## src/rtl/cnn_addrgen_pkg.sv

```systemverilog
// Shared types and elaboration helpers for the CNN address generators.
package cnn_addrgen_pkg;

  typedef enum logic [1:0] {
    IDLE = 2'd0,
    RUN  = 2'd1,
    DONE = 2'd2
  } state_t;

  // Bits needed to count 0..value-1, never less than one bit.
  function automatic int clog2(input int value);
    int bits;
    bits = 1;
    while ((1 << bits) < value) bits++;
    return bits;
  endfunction

  // Output map side for a square input map.
  function automatic int calc_out_w(input int w, input int k, input int s, input int p);
    return (w + 2 * p - k) / s + 1;
  endfunction

  // Two taps per beat, so an odd tap count leaves a half-empty final pair.
  function automatic int calc_pairs(input int taps);
    return (taps + 1) / 2;
  endfunction

endpackage

```

## src/rtl/conv_tap_addr.sv

```systemverilog
// Maps one kernel tap of one output pixel to a feature-memory address,
// flagging taps that fall into the zero-padding border.
module conv_tap_addr
  import cnn_addrgen_pkg::*;
#(
  parameter int ADDR_WIDTH = 12,
  parameter int W          = 16,
  parameter int K          = 5,
  parameter int S          = 1,
  parameter int P          = 0,
  parameter int OB         = 4,
  parameter int KB         = 3,
  parameter int GB         = 1
) (
  input  logic [OB-1:0]         i,
  input  logic [OB-1:0]         j,
  input  logic [KB-1:0]         km,
  input  logic [KB-1:0]         kn,
  input  logic [GB-1:0]         g,
  output logic [ADDR_WIDTH-1:0] addr,
  output logic                  pad
);

  localparam int OUT_W   = calc_out_w(W, K, S, P);
  localparam int CH_SIZE = W * W;
  localparam int CW      = clog2(OUT_W * S + K + W + P + 1) + 1;
  localparam logic signed [CW-1:0] W_S = CW'(W);

  logic signed [CW-1:0] r;
  logic signed [CW-1:0] c;

  // Signed row/column of the tap, then the border test and linear address.
  always_comb begin
    r = CW'(i) * CW'(S) + CW'(km) - CW'(P);
    c = CW'(j) * CW'(S) + CW'(kn) - CW'(P);
    pad = r[CW-1] || (r >= W_S) || c[CW-1] || (c >= W_S);
    addr = '0;
    if (!pad) begin
      addr = ADDR_WIDTH'(g) * ADDR_WIDTH'(CH_SIZE)
           + ADDR_WIDTH'(r) * ADDR_WIDTH'(W)
           + ADDR_WIDTH'(c);
    end
  end

endmodule

```

## src/rtl/conv_pair_addrgen_param.sv

```systemverilog
// Sliding-window read-address generator: two kernel taps per beat for a
// dual-port feature RAM, swept over channel groups, output pixels and passes.
module conv_pair_addrgen_param
  import cnn_addrgen_pkg::*;
#(
  parameter int ADDR_WIDTH       = 12,
  parameter int IN_FEATURE_WIDTH = 16,
  parameter int KERNEL_WIDTH     = 5,
  parameter int STRIDE           = 1,
  parameter int PAD              = 0,
  parameter int NUM_IN_CH        = 4,
  parameter int IFMAP_PAR        = 2,
  parameter int NUM_OUT_PASS     = 1
) (
  input  logic                                     clk,
  input  logic                                     reset,
  input  logic                                     start,
  input  logic                                     out_ready,
  output logic                                     out_valid,
  output logic [ADDR_WIDTH-1:0]                    addr_a,
  output logic [ADDR_WIDTH-1:0]                    addr_b,
  output logic                                     pad_a,
  output logic                                     pad_b,
  output logic                                     b_en,
  output logic                                     win_last,
  output logic [clog2(NUM_IN_CH/IFMAP_PAR)-1:0]    ch_grp,
  output logic                                     busy,
  output logic                                     done
);

  localparam int G        = NUM_IN_CH / IFMAP_PAR;
  localparam int OUT_W    = calc_out_w(IN_FEATURE_WIDTH, KERNEL_WIDTH, STRIDE, PAD);
  localparam int TAPS     = KERNEL_WIDTH * KERNEL_WIDTH;
  localparam int PAIRS    = calc_pairs(TAPS);
  localparam int CH_SIZE  = IN_FEATURE_WIDTH * IN_FEATURE_WIDTH;
  localparam bit ODD_TAPS = (TAPS % 2) == 1;
  localparam int PB = clog2(PAIRS);
  localparam int GB = clog2(G);
  localparam int OB = clog2(OUT_W);
  localparam int QB = clog2(NUM_OUT_PASS);
  localparam int KB = clog2(KERNEL_WIDTH + 1);
  localparam logic [KB:0] K_EXT = (KB+1)'(KERNEL_WIDTH);
  localparam logic [KB:0] TWO   = (KB+1)'(2);

  if (64'(G) * 64'(CH_SIZE) > (64'd1 << ADDR_WIDTH)) begin : g_addr_space_check
    $error("feature memory does not fit in ADDR_WIDTH bits");
  end

  state_t state, state_next;
  logic [PB-1:0] p;
  logic [GB-1:0] g;
  logic [OB-1:0] j;
  logic [OB-1:0] i;
  logic [QB-1:0] q;
  logic [KB-1:0] km, kn;
  logic [KB-1:0] km_b, kn_b;
  logic [KB:0]   kn_plus2;
  logic last_p, last_g, last_j, last_i, last_q, final_beat, fire, b_exists;
  logic [ADDR_WIDTH-1:0] tap_addr_a, tap_addr_b;
  logic tap_pad_a, tap_pad_b;

  // Loop-end flags, the handshake, and the B tap as the successor of the A tap.
  always_comb begin
    last_p     = p == PB'(PAIRS - 1);
    last_g     = g == GB'(G - 1);
    last_j     = j == OB'(OUT_W - 1);
    last_i     = i == OB'(OUT_W - 1);
    last_q     = q == QB'(NUM_OUT_PASS - 1);
    final_beat = last_p && last_g && last_j && last_i && last_q;
    fire       = (state == RUN) && out_ready;
    b_exists   = !(ODD_TAPS && last_p);
    kn_plus2   = {1'b0, kn} + TWO;
    if (kn == KB'(KERNEL_WIDTH - 1)) begin
      kn_b = '0;
      km_b = km + KB'(1);
    end else begin
      kn_b = kn + KB'(1);
      km_b = km;
    end
  end

  // State register.
  always_ff @(posedge clk) begin
    if (!reset) state <= IDLE;
    else        state <= state_next;
  end

  // Next state: start is only honoured from IDLE, DONE is a single cycle.
  always_comb begin
    state_next = state;
    case (state)
      IDLE:    if (start) state_next = RUN;
      RUN:     if (fire && final_beat) state_next = DONE;
      DONE:    state_next = IDLE;
      default: state_next = IDLE;
    endcase
  end

  // Nested loop counters; the A tap row/column steps by two taps without a divider.
  always_ff @(posedge clk) begin
    if (!reset || state != RUN) begin
      p  <= '0;
      g  <= '0;
      j  <= '0;
      i  <= '0;
      q  <= '0;
      km <= '0;
      kn <= '0;
    end else if (fire) begin
      if (last_p) begin
        p  <= '0;
        km <= '0;
        kn <= '0;
        if (last_g) begin
          g <= '0;
          if (last_j) begin
            j <= '0;
            if (last_i) begin
              i <= '0;
              q <= last_q ? '0 : q + QB'(1);
            end else begin
              i <= i + OB'(1);
            end
          end else begin
            j <= j + OB'(1);
          end
        end else begin
          g <= g + GB'(1);
        end
      end else begin
        p <= p + PB'(1);
        if (kn_plus2 >= K_EXT) begin
          kn <= KB'(kn_plus2 - K_EXT);
          km <= km + KB'(1);
        end else begin
          kn <= KB'(kn_plus2);
        end
      end
    end
  end

  conv_tap_addr #(
    .ADDR_WIDTH(ADDR_WIDTH), .W(IN_FEATURE_WIDTH), .K(KERNEL_WIDTH),
    .S(STRIDE), .P(PAD), .OB(OB), .KB(KB), .GB(GB)
  ) u_tap_a (
    .i(i), .j(j), .km(km), .kn(kn), .g(g), .addr(tap_addr_a), .pad(tap_pad_a)
  );

  conv_tap_addr #(
    .ADDR_WIDTH(ADDR_WIDTH), .W(IN_FEATURE_WIDTH), .K(KERNEL_WIDTH),
    .S(STRIDE), .P(PAD), .OB(OB), .KB(KB), .GB(GB)
  ) u_tap_b (
    .i(i), .j(j), .km(km_b), .kn(kn_b), .g(g), .addr(tap_addr_b), .pad(tap_pad_b)
  );

  // Beat outputs are only non-zero while running; the missing B tap reads as zero.
  always_comb begin
    out_valid = 1'b0;
    addr_a    = '0;
    addr_b    = '0;
    pad_a     = 1'b0;
    pad_b     = 1'b0;
    b_en      = 1'b0;
    win_last  = 1'b0;
    ch_grp    = '0;
    busy      = state != IDLE;
    done      = state == DONE;
    if (state == RUN) begin
      out_valid = 1'b1;
      addr_a    = tap_addr_a;
      pad_a     = tap_pad_a;
      b_en      = b_exists;
      addr_b    = b_exists ? tap_addr_b : '0;
      pad_b     = b_exists && tap_pad_b;
      win_last  = last_p && last_g;
      ch_grp    = g;
    end
  end

endmodule

```

## config.mk

```make
export PLATFORM = sky130hd
export DESIGN_NAME = conv_pair_addrgen_param
export DESIGN_NICKNAME = d
export VERILOG_FILES = /design/src/rtl/cnn_addrgen_pkg.sv /design/src/rtl/conv_tap_addr.sv /design/src/rtl/conv_pair_addrgen_param.sv
export SDC_FILE = /design/constraint.sdc
export NUM_CORES = 1
export LEC_CHECK = 0
export CAP_MARGIN = 10
export CORE_MARGIN = 2
export CORE_UTILIZATION = 54
export CTS_CLUSTER_DIAMETER = 40
export DETAILED_ROUTE_END_ITERATION = 8
export HOLD_SLACK_MARGIN = 0.05
export PLACE_DENSITY = 0.81
export SLEW_MARGIN = 20
export SYNTH_ARGS = -nofsm -noshare
export SYNTH_HDL_FRONTEND = slang
export SYNTH_SLANG_ARGS = --single-unit
```

## constraint.sdc

```tcl
create_clock -name clk -period 4.2 [get_ports clk]
set_input_delay 0.63 -clock clk [delete_from_list [all_inputs] [get_ports clk]]
set_output_delay 0.63 -clock clk [all_outputs]
set_load 0.02 [all_outputs]
```

Word level (Yosys, flattened, before mapping)
Index checks and enable logic that the tools add are counted.
{ "op_classes": {"n_addsub": 17, "magnitude_cmp": 5, "eq_ne": 9, "n_mux": 25, "bitwise": 1, "reduce_logical": 25} }
{ "ops": {"columns": ["op", "n"], "rows": [
  ["12-bit two-way mux", 5],
  ["7-bit by 6-bit greater-or-equal comparator with 1-bit output (second input constant)", 4],
  ["10-bit by 11-bit adder with 12-bit output", 2],
  ["12-bit adder", 2],
  ["4-bit by 3-bit adder with 5-bit output", 4],
  ["3-bit two-way mux", 6],
  ["4-bit by 1-bit adder with 4-bit output (second input constant)", 3],
  ["4-bit == test (second input constant)", 3],
  ["4-bit two-way mux", 3],
  ["1-bit two-way mux", 8],
  ["1-bit logical AND", 7],
  ["3-bit by 1-bit adder with 3-bit output (second input constant)", 2],
  ["2-bit AND reduction", 3],
  ["5-bit AND reduction", 1],
  ["3-bit by 2-bit adder with 4-bit output (second input constant)", 1],
  ["4-bit by 3-bit greater-or-equal comparator with 1-bit output (second input constant)", 1],
  ["2-bit two-way mux", 2],
  ["2-bit by 1-bit != test with 1-bit output (second input constant)", 2],
  ["2-bit case mux with 2 select lines", 1],
  ["4-bit AND reduction", 1],
  ["2-bit nonzero test", 2],
  ["3-bit == test (second input constant)", 1],
  ["1-bit logical OR", 3],
  ["3-bit AND reduction", 1],
  ["other kinds (10)", 14]
]} }
{ "totals": {"regBits": 22, "input_bits": 4, "out_inout_bits": 32, "elab_cells": 90} }

Longest topological paths before layout
{ "depth": {"ltp_word": 10, "mapped_depth": 13, "mapped_depth_nobuf": 13} }

By module
From an unflattened synthesis, not the netlist that was laid out.
{ "unflattened": {"cells_unflattened": 284, "area_unflattened_um2": 2351.0} }
{ "by_module_without_submodules": {"columns": ["module", "n_inst", "cells_each", "area_each_um2", "seq_area_each_um2"], "rows": [
  ["conv_pair_addrgen_param", 1, 170, 1390.1, 420.4],
  ["conv_tap_addr", 2, 57, 480.5, 0.0]
]} }

Least setup slack after synthesis
Ideal clock, no wire load.
{ "synth_path": {"path_type": "reg-to-output", "start": "register kn[1]", "end": "output port addr_b[8]", "t_arrival_ps": 2998, "required_ps": 3570, "setup_slack_ps": 572, "stages_incl_launch_ff": 13, "n_path_buf": 0, "cell_sequence": "dfxtp_1 inv_1 ha_1 nand2_1 xnor2_1 ha_1 inv_1 fa_1 nor2b_1 o21a_1 ha_1 or4_1 a21oi_1"} }
{ "synth_between": {"elab_chain_len": 10, "elab_cells_between_ends": 16, "cone_classes": "add/sub (5); order compare (2); eq/ne (1); mux (5); reduce/logical (3)"} }
{ "synth_lines": {"columns": ["element", "line", "rtl"], "rows": [
  ["start: declaration", "conv_pair_addrgen_param.sv:55", "logic [KB-1:0] km, kn;"],
  ["start signal: assignment", "conv_pair_addrgen_param.sv:133", "kn <= KB'(kn_plus2 - K_EXT);"],
  ["start signal: assignment", "conv_pair_addrgen_param.sv:136", "kn <= KB'(kn_plus2);"],
  ["branches (longest 7 deep; another with 10-bit by 11-bit adder with 12-bit output)", null, null],
  ["12-bit two-way mux *", "conv_tap_addr.sv:38", "if (!pad) begin"],
  ["12-bit two-way mux *", "conv_pair_addrgen_param.sv:173", "addr_b = b_exists ? tap_addr_b : '0;"],
  ["12-bit two-way mux *", "conv_pair_addrgen_param.sv:168", "if (state == RUN) begin"],
  ["end: declaration", "conv_pair_addrgen_param.sv:21", "output logic [ADDR_WIDTH-1:0] addr_b,"]
]} }
Every way passes the cells marked *.

Worst setup path in the final report
{ "layout_path": {"start": "register kn[0]", "end": "output port addr_b[8]"} }
The elaborated chain is that of the path after synthesis.

==> run metrics <==
CP Data Arrival Time 3.26 ns; Worst R2R Path Depth 8; IR drop worst, VDD 0.132 mV; Final setup viols 0; NumNets Final 317; vias per inst 5.51; clock root buffer clkbuf_8; drt total wl 4.29 mm; Core ar. 0.00369 mm^2; post-synthesis register bit count 21; Most used DFF post-synth dfxtp_1; Routed Antenna Nets 0; die area 0.00436 mm^2; CTS H-tree depth 1; Syn Area/Cell 8.25 um^2; fin. max-slew vios 0; DP HPWL 3.44 mm; status complete, no violations; diodes inserted 0; Critical Path End Type output pin; drt wl/cell 13.1 um; Max-slew headroom 58.0%; CTS Sinks 21; Synth Cell Area 0.00208 mm^2; Static Leak 1.21 nW; Die H 66.1 um; worst skew pair latency 0.26 ns; FP Rows 22; Clock transition at path regs 0.08 ns; Critical Path Source Type flip-flop; sequential area share after synthesis 20.2%; Clock Tree Buf Depth 2; synthesized instance count 252; hold wc startpoint p[0]; Synth cell types 51; final core utilization 66.3%; initial antenna violation count 0; Tcrit/Tclk final 92.7%; Hold Path Sink p[0]; post-synth top area cell dfxtp_1; worst-margin pin slew 0.628 ns; Area Growth Syn to Fin 17.6%; fill count 334; most frequent cells in the layout ha_1, clkdlybuf4s50_1, inv_1; hold_buf cts 0; TNS Setup 0 ns; worst hold path type flip-flop to flip-flop; first-pass GRT wire length 7.47 mm; largest net degree at the start of global routing 20; unrepaired setup endpoints after global routing no; Global Route Usage Sum 21.6%; share of cells above drive strength 1 6.07%; Critical Path Fanout Max 4; Num CTS Buffers 3; Pre-antenna DRT Iters 4; Die Width 66.1 um; Final Hold Violating Endpoints 0; CTS tree yes; Async S/R FF share, synth 0%; maxcap violations 0; IO Count 36; post-layout min period 3.89 ns; Worst Path Required 3.57 ns; final total power 0.000392 W; Worst Setup Path Type flip-flop to output pin; cell depth of the worst hold path 2; count of flip-flops with a built-in enable after synthesis 0; FF-to-FF Start kn[1]; top cell type's share of synthesized area 20.2%; Clock Skew 0.00534 ns; routed vias 1806; Synth Warn # 0; top post-synthesis cells by area dfxtp_1, ha_1, fa_1; starting density of the core 56.4%; maximum clock frequency 257 MHz; R2R Setup Slk 2.20 ns; vias in the first global route 1679; Remaining DRCs 0; total gr overflow 0; PortBufs 31; 1st-iter DRT viols 35; Setup Fix Bufs, Post-CTS 0; Reg-to-Reg End km[0]; PwrDens 160 mW/mm^2; Placer Congestion 0.809
## logic make-up (layout without fill, tap and decap cells)
group	count (synthesis)	count (layout)	share of synthesized area, %
XOR/XNOR	13	13	6.14
flip-flops	21	21	20.2
multiplexers	10	10	4.93
adder cells (fa/ha/maj)	32	32	21.1
AND/OR/NAND/NOR	94	94	25.3
AO/OA/AOI/OAI	47	47	14.3
other	1	4	0.180
buffers and inverters	34	59	7.88
## cell type report
type / instances / area, um^2 / area share, %
multi-input combinational: 200 / 1510 / 61.7
sequential: 21 / 422 / 17.2
timing repair buffer: 33 / 328 / 13.4
inverter: 22 / 82.6 / 3.38
tap: 48 / 60.1 / 2.46
clock buffer: 4 / 45.0 / 1.84
## routing by layer
layer  GRT usage [%]  part of all wire, %  wire length (um)
met3            1.87                  4.1               177
met4            6.12                  1.1                49
met5               0                    0                 0
met1            28.8                   49              2090
met2            37.2                   46              1970
## synth_stat cells (3+ instances only)
cell type and number:
nand4_1 3, o21ai_0 8, nand3_1 9, a21oi_1 18, and3b_1 3, and3_1 14, clkbuf_1 3, xnor2_1 6
or4_1 3, nor2_1 20, ha_1 27, buf_4 5, or3_1 4, fa_1 5, a21o_1 5, dfxtp_1 21
xor2_1 6, inv_1 21, nor2b_1 6, nand2_1 15, mux2i_1 8, nor3_1 4
## state kept, by name (all words and copies together), names as in the netlist
name and cells:
i 4, j 4, p 4, km 3
kn 3, state 2, g 1
## per-stage QoR
step / hold slack (ns) / worst slack, ns / cell area, um^2 / cells
floorplan: 0.458 / 0.572 / 2090 / 255
global placement: 0.483 / 0.211 / 2390 / 324
detailed placement: 0.486 / 0.117 / 2390 / 324
CTS: 0.497 / 0.0124 / 2440 / 328
global route: 0.515 / 0.0463 / 2450 / 328
finish: 0.492 / 0.307 / 2450 / 328
## worst max path at each step
stage               startpoint   endpoint  slack [ns]  depth (start not counted)
CTS                      kn[0]  addr_b[9]        0.01                         13
detailed placement       kn[0]  addr_b[8]        0.12                         14
global placement         kn[0]  addr_b[8]        0.21                         13
floorplan                kn[1]  addr_b[8]        0.57                         12
global route             kn[0]  addr_b[8]        0.05                         13
finish                   kn[0]  addr_b[8]        0.31                         13
## report_power, final
part | switching (W) | total, W | internal, W | leakage (nW)
clock network | 0.0000661 | 0.000134 | 0.0000677 | 0.0228
registers | 0.00000189 | 0.000203 | 0.000201 | 0.170
logic | 0.0000358 | 0.0000559 | 0.0000201 | 1.02
## critical path, stage by stage (launching register included)
cell,delay (ns)
dfxtp_2,0.34
inv_1,0.10
ha_1,0.22
nand2_1,0.13
xnor2_1,0.17
ha_1,0.18
inv_1,0.05
fa_1,0.40
nor2b_1,0.13
o21a_1,0.16
ha_1,0.26
or4_1,0.52
a21oi_1,0.15
clkbuf_2,0.18
## repair_timing
action / in CTS / in global routing
pin swaps: 0 / 0
endpoints found under the setup margin: 1 / 4
resized for setup: 1 / 7
endpoints found under the hold margin: 0 / 0
(Power assumes the default switching activity.)
